--- src/rtl/giraffe_pkg.sv ---
// rtl/giraffe_pkg.sv - shared types and constants for the Giraffe ADC emulator
//
// Contents:
//   emu_state_t   emulator FSM states (IDLE, LAT, SUB, GAP, REST)
//   DEF_*         default sizing and latency constants
//   LFSR_SEED     reseed value of the optional data LFSR
//   LFSR_TAPS     feedback mask for x^16+x^14+x^13+x^11+1 in right-shift form

package giraffe_pkg;

  typedef enum logic [2:0] {
    ST_IDLE,
    ST_LAT,
    ST_SUB,
    ST_GAP,
    ST_REST
  } emu_state_t;

  localparam int DEF_NUM_BIT   = 6;
  localparam int DEF_NUM_STAGE = 2;
  localparam int DEF_CONV_LAT  = 4;
  localparam int DEF_SUB_GAP   = 2;
  localparam int DEF_FRAME_GAP = 3;

  localparam logic [15:0] LFSR_SEED = 16'hACE1;
  // Shift right, feed back into bit 15; tap x^t sits at bit 16-t (bits 0,2,3,5).
  localparam logic [15:0] LFSR_TAPS = 16'h002D;

endpackage

--- src/rtl/giraffe_emu_datagen.sv ---
// rtl/giraffe_emu_datagen.sv - normal-mode sub-word source (ramp or LFSR)
//
// Optional build macro: GIRAFFE_EMU_LFSR_EN selects the 16-bit LFSR source;
// otherwise a NUM_bit ramp is used.
//
// Ports:
//   clk      in   clock
//   nrst     in   asynchronous active-low reset (reseeds the source)
//   clear    in   synchronous reseed/clear, has priority over advance
//   advance  in   step the source once; data is the word emitted for that step
//   data     out  NUM_bit word to emit on the current sub-word

module giraffe_emu_datagen
  import giraffe_pkg::*;
#(
  parameter int NUM_bit = DEF_NUM_BIT
) (
  input  logic               clk,
  input  logic               nrst,
  input  logic               clear,
  input  logic               advance,
  output logic [NUM_bit-1:0] data
);

`ifdef GIRAFFE_EMU_LFSR_EN
  logic [15:0] lfsr;
  logic [15:0] lfsr_next;

  assign lfsr_next = {^(lfsr & LFSR_TAPS), lfsr[15:1]};
  // The first emitted word is the state after one step from the seed.
  assign data = lfsr_next[NUM_bit-1:0];

  always_ff @(posedge clk or negedge nrst) begin
    if (!nrst) begin
      lfsr <= LFSR_SEED;
    end else if (clear) begin
      lfsr <= LFSR_SEED;
    end else if (advance) begin
      lfsr <= lfsr_next;
    end
  end
`else
  logic [NUM_bit-1:0] ramp;

  // The ramp emits its current value, then moves on; wrap is natural overflow.
  assign data = ramp;

  always_ff @(posedge clk or negedge nrst) begin
    if (!nrst) begin
      ramp <= '0;
    end else if (clear) begin
      ramp <= '0;
    end else if (advance) begin
      ramp <= ramp + 1'b1;
    end
  end
`endif

endmodule

--- src/rtl/giraffe_adc_emu.sv ---
// rtl/giraffe_adc_emu.sv - chip-side behavioural emulator of the Giraffe ADC link
//
// Optional build macro: GIRAFFE_EMU_LFSR_EN (LFSR normal-mode data instead of ramp).
//
// Ports:
//   clk            in   single rising-edge clock
//   nrst           in   asynchronous active-low reset
//   adc_rstn       in   chip reset, active-low, sampled synchronously (aborts)
//   adc_ena        in   conversion request, level-sensitive
//   adc_calib_ena  in   calibration mode select, latched at conversion start
//   adc_NOWA       in   calibration word, latched at conversion start
//   adc_ack        out  pulse on the final sub-word of a conversion
//   adc_ack_sub    out  pulse on every sub-word
//   adc_dout       out  sub-word data, held between pulses
//   emu_busy       out  registered "state is not IDLE"
//   emu_conv_cnt   out  saturating count of completed conversions

module giraffe_adc_emu
  import giraffe_pkg::*;
#(
  parameter int NUM_bit   = DEF_NUM_BIT,
  parameter int NUM_STAGE = DEF_NUM_STAGE,
  parameter int CONV_LAT  = DEF_CONV_LAT,
  parameter int SUB_GAP   = DEF_SUB_GAP,
  parameter int FRAME_GAP = DEF_FRAME_GAP
) (
  input  logic               clk,
  input  logic               nrst,
  input  logic               adc_rstn,
  input  logic               adc_ena,
  input  logic               adc_calib_ena,
  input  logic [8:0]         adc_NOWA,
  output logic               adc_ack,
  output logic               adc_ack_sub,
  output logic [NUM_bit-1:0] adc_dout,
  output logic               emu_busy,
  output logic [15:0]        emu_conv_cnt
);

  // Timer terminal values: each timed state runs tmr from 0 up to *_LAST.
  localparam logic [7:0] LAT_LAST  = 8'(CONV_LAT - 1);
  localparam logic [7:0] GAP_LAST  = 8'((SUB_GAP > 0) ? SUB_GAP - 1 : 0);
  localparam logic [7:0] REST_LAST = 8'(FRAME_GAP - 1);
  localparam logic [7:0] K_LAST    = 8'(NUM_STAGE - 1);

  emu_state_t         state;
  logic [7:0]         tmr;
  logic [7:0]         k;
  logic               calib_q;
  logic [NUM_bit-1:0] nowa_q;
  logic [NUM_bit-1:0] gen_data;
  logic [NUM_bit-1:0] word;
  logic               gen_advance;
  logic               gen_clear;
  logic               nowa_unused;

  // Only the low NUM_bit calibration bits reach the output.
  assign nowa_unused = ^adc_NOWA;

  assign gen_clear   = !adc_rstn;
  assign gen_advance = adc_rstn && (state == ST_SUB) && !calib_q;
  assign word        = calib_q ? nowa_q : gen_data;

  giraffe_emu_datagen #(
    .NUM_bit (NUM_bit)
  ) u_datagen (
    .clk     (clk),
    .nrst    (nrst),
    .clear   (gen_clear),
    .advance (gen_advance),
    .data    (gen_data)
  );

  // Outputs are registered from the current state, so they trail the state by
  // one cycle: SUB entered after CONV_LAT LAT cycles shows its pulse one later.
  always_ff @(posedge clk or negedge nrst) begin
    if (!nrst) begin
      state        <= ST_IDLE;
      tmr          <= '0;
      k            <= '0;
      calib_q      <= 1'b0;
      nowa_q       <= '0;
      adc_ack      <= 1'b0;
      adc_ack_sub  <= 1'b0;
      adc_dout     <= '0;
      emu_busy     <= 1'b0;
      emu_conv_cnt <= '0;
    end else if (!adc_rstn) begin
      state        <= ST_IDLE;
      tmr          <= '0;
      k            <= '0;
      calib_q      <= 1'b0;
      nowa_q       <= '0;
      adc_ack      <= 1'b0;
      adc_ack_sub  <= 1'b0;
      adc_dout     <= '0;
      emu_busy     <= 1'b0;
      emu_conv_cnt <= '0;
    end else begin
      adc_ack     <= 1'b0;
      adc_ack_sub <= 1'b0;
      emu_busy    <= (state != ST_IDLE);
      case (state)
        ST_IDLE: begin
          if (adc_ena) begin
            state   <= ST_LAT;
            tmr     <= '0;
            k       <= '0;
            calib_q <= adc_calib_ena;
            nowa_q  <= adc_NOWA[NUM_bit-1:0];
          end
        end
        ST_LAT: begin
          if (tmr == LAT_LAST) begin
            state <= ST_SUB;
            tmr   <= '0;
          end else begin
            tmr <= tmr + 8'd1;
          end
        end
        ST_SUB: begin
          adc_ack_sub <= 1'b1;
          adc_dout    <= word;
          tmr         <= '0;
          if (k == K_LAST) begin
            adc_ack <= 1'b1;
            if (emu_conv_cnt != 16'hFFFF) begin
              emu_conv_cnt <= emu_conv_cnt + 16'd1;
            end
            state <= ST_REST;
          end else begin
            k     <= k + 8'd1;
            state <= (SUB_GAP == 0) ? ST_SUB : ST_GAP;
          end
        end
        ST_GAP: begin
          if (tmr == GAP_LAST) begin
            state <= ST_SUB;
            tmr   <= '0;
          end else begin
            tmr <= tmr + 8'd1;
          end
        end
        ST_REST: begin
          if (tmr == REST_LAST) begin
            state <= ST_IDLE;
            tmr   <= '0;
          end else begin
            tmr <= tmr + 8'd1;
          end
        end
        default: begin
          state <= ST_IDLE;
          tmr   <= '0;
        end
      endcase
    end
  end

endmodule

--- config.mk ---
export PLATFORM = sky130hd
export DESIGN_NAME = giraffe_adc_emu
export DESIGN_NICKNAME = d
export VERILOG_FILES = /design/src/rtl/giraffe_pkg.sv /design/src/rtl/giraffe_emu_datagen.sv /design/src/rtl/giraffe_adc_emu.sv
export SDC_FILE = /design/constraint.sdc
export NUM_CORES = 1
export LEC_CHECK = 0
export BUFFER_PORTS_ARGS = -buffer_cell sky130_fd_sc_hd__buf_2
export CAP_MARGIN = 20
export CORE_MARGIN = 2
export CORE_UTILIZATION = 58
export CTS_BUF_LIST = sky130_fd_sc_hd__clkbuf_8 sky130_fd_sc_hd__clkbuf_16
export DETAILED_ROUTE_END_ITERATION = 7
export MAX_ROUTING_LAYER = met4
export PLACE_DENSITY = 0.77
export SLEW_MARGIN = 20
export SYNTH_ARGS = -nofsm -noshare
export SYNTH_HDL_FRONTEND = slang
export SYNTH_SLANG_ARGS = --single-unit
--- constraint.sdc ---
create_clock -name clk -period 2.2 [get_ports clk]
set_input_delay 0.33 -clock clk [delete_from_list [all_inputs] [get_ports clk]]
set_output_delay 0.33 -clock clk [all_outputs]
set_load 0.05 [all_outputs]
==> impl_metrics.tcl <==
set metrics [dict create \
    regArea_mm2 0.00143 \
    cap_violations 0 \
    yosys-top-cells-count "dfrtp_1, nand2_1, nor2_1" \
    worstPathArrival_ns 2.26 \
    slew_headroom 0.519 \
    gr-usage-all-layers 0.243 \
    cts_tree "built" \
    cellLeakagePower_uw 0.00180 \
    wl_met1_um 2870 \
    syn_area_mm2 0.00307 \
    antennaDiodeCount 0 \
    fin_skew_ns 0.00948 \
    worst_pin_slew_ns 0.722 \
    drt_iter0_markers 146 \
    synth-seq-cells 57 \
    post-route-period-util 0.925 \
    start_util 0.600 \
    die_y_um 76.7 \
    via_per_inst 5.75 \
    synth_largest_area_cell "dfrtp_1" \
    syn_inst 314 \
    tns_ns 0 \
    gp_congestion 0.774 \
    num_rows 26 \
    wl_per_cell_um 14.8 \
    ys_seq_area_frac 0.465 \
    antenna_found_initial 0 \
    place_area_mm2 0.00331 \
    remaining_drc_errors 0 \
    grt_overflow_total 0 \
    synth_cell_types 54 \
    die_w_um 76.7 \
    grt_start_max_net_pins 58 \
    ant_nets 0 \
    path_clk_slew_ns 0.07 \
    syn_to_final_growth_pct 14.1 \
    synth_area_leaders "dfrtp_1, xor2_1, nand2_1" \
    clk_path_buf_depth 2 \
    yosys_most_used_dff "dfrtp_1" \
    first_pass_iters 4 \
    required_ns 2.43 \
    grt_pass1_wl_um 11200 \
    fin_hold_ws_ns 0.120 \
    final-setup-viol-count 0 \
    cts_sinks 57 \
    dr_wl_met2_um 3100 \
    numCtsBuffers 9 \
    crit_type "reg -> reg" \
    finalHoldViolCount 0 \
    cts_root_buf "clkbuf_8" \
    r2r_slack_ns 0.16 \
    grt_pass1_vias 2446 \
    insertion_delay_ns 0.34 \
    status "completed" \
    start_kind "register" \
    htreeDepth 3 \
    power_density_mw_per_mm2 672 \
    hpwl_um 4190 \
    layout.nets 374 \
    io_pins 39 \
    synth_enable_flop_cells 0 \
    nFillCells 409 \
    final_cell_area_mm2 0.00350 \
    highest_layer "met4" \
    drv_slew 0 \
    core_mm2 0.00511 \
    synth_area_per_cell_um2 9.77 \
    vdd_ir_drop_max_mv 0.426 \
    async_flop_share 1.00 \
    vias 2461 \
    totalWireLength_um 6320 \
    critical_path.max_fanout 16 \
    fmaxAchievable_mhz 491 \
    multi_input_area_mm2 0.00154 \
    yosys.area.top_type_share 0.465 \
    postCtsSetupRepairBufs 0 \
    synth.most_common_cell "dfrtp_1" \
    die_area_mm2 0.00589 \
    layout-drive-gt1-share 0.209 \
    hold_path_class "in -> async" \
    syn_nets 335 \
    dr_wl_met3_um 226 \
    period_needed_ns 2.04 \
    io_buffers 35 \
    end_kind "register" \
    post-route-util 0.685 \
    grt_setup_unrepaired "no" \
    synth.yosys.warnings 0 \
]
==> final cells by class <==
class,instances,share of cell area
multi-input combinational,235,0.441
sequential,57,0.408
timing repair buffer,43,0.0672
clock buffer,11,0.0433
tap,70,0.0250
clock inverter,5,0.00858
inverter,7,0.00751
==> layer usage <==
metal	GRT usage	vias up
li1	-	1186
met1	0.307	1213
met2	0.388	51
met3	0.0506	11
met4	0.0909	0
met5	-	-
==> final timing paths <==
path                                  start         endpoint  cells past startpoint
worst min-delay path                   nrst  emu_conv_cnt[9]                      2
worst max-delay path                 tmr[5]           tmr[5]                      5
min in group clk                adc_NOWA[1]        nowa_q[1]                      3
worst min register to register    nowa_q[3]        nowa_q[3]                      2
worst max register to register       tmr[5]           tmr[5]                      5
max in group asynchronous              nrst             k[1]                      2
==> repair_timing <==
action	in CTS	in global routing
endpoints found under the setup margin	0	2
resized for setup	0	1
hold buffers	0	0
endpoints found under the hold margin	0	0
==> sequential cells by signal (all words and copies together), names as in the netlist <==
register / flops
calib_q: 1
emu_busy: 1
adc_ack: 1
state: 3
adc_ack_sub: 1
u_datagen.data: 6
adc_dout: 6
emu_conv_cnt: 16
tmr: 8
nowa_q: 6
k: 8
==> through the flow <==
stage | setup slack [ns] | std cells | total power, µW
after floorplan | 0.122 | 314 | 1370
after global placement | 0.240 | 412 | 1460
after detailed placement | 0.163 | 412 | 1460
after CTS | 0.140 | 428 | 2360
after global routing | 0.0283 | 428 | 2460
final | 0.165 | 428 | 2350
==> critical path, cell delays in order, from the launching register on <==
cell,delay (ns)
dfrtp_1,0.44
nor4_2,0.40
a22oi_1,0.14
o21ai_2,0.53
nor3_1,0.12
a211o_1,0.29
==> report_power, final <==
group	internal, µW	leakage (µW)	switching, µW
Sequential	1090	0.000784	45.1
Clock	463	0.0000911	442
Combinational	95.5	0.000923	213
==> layout by cell type, fill, tap and decap left out, types with 11 or more instances in the layout <==
cell type,synthesis,final
and2_1,17,17
nand3_1,16,16
nand2_1,44,44
clkbuf_8,0,11
o21ai_0,18,18
buf_2,3,35
xor2_1,20,20
nor2_1,21,21
dfrtp_1,57,57
==> logic make-up after synthesis <==
kind of cell | synth area share
xor+xnor | 0.0600
buf+inv | 0.0330
fa+ha+maj | 0.0286
flops | 0.465
mux | 0.0233
simple gates | 0.279
compound gates | 0.111
Power figures use the tool's default switching activity.
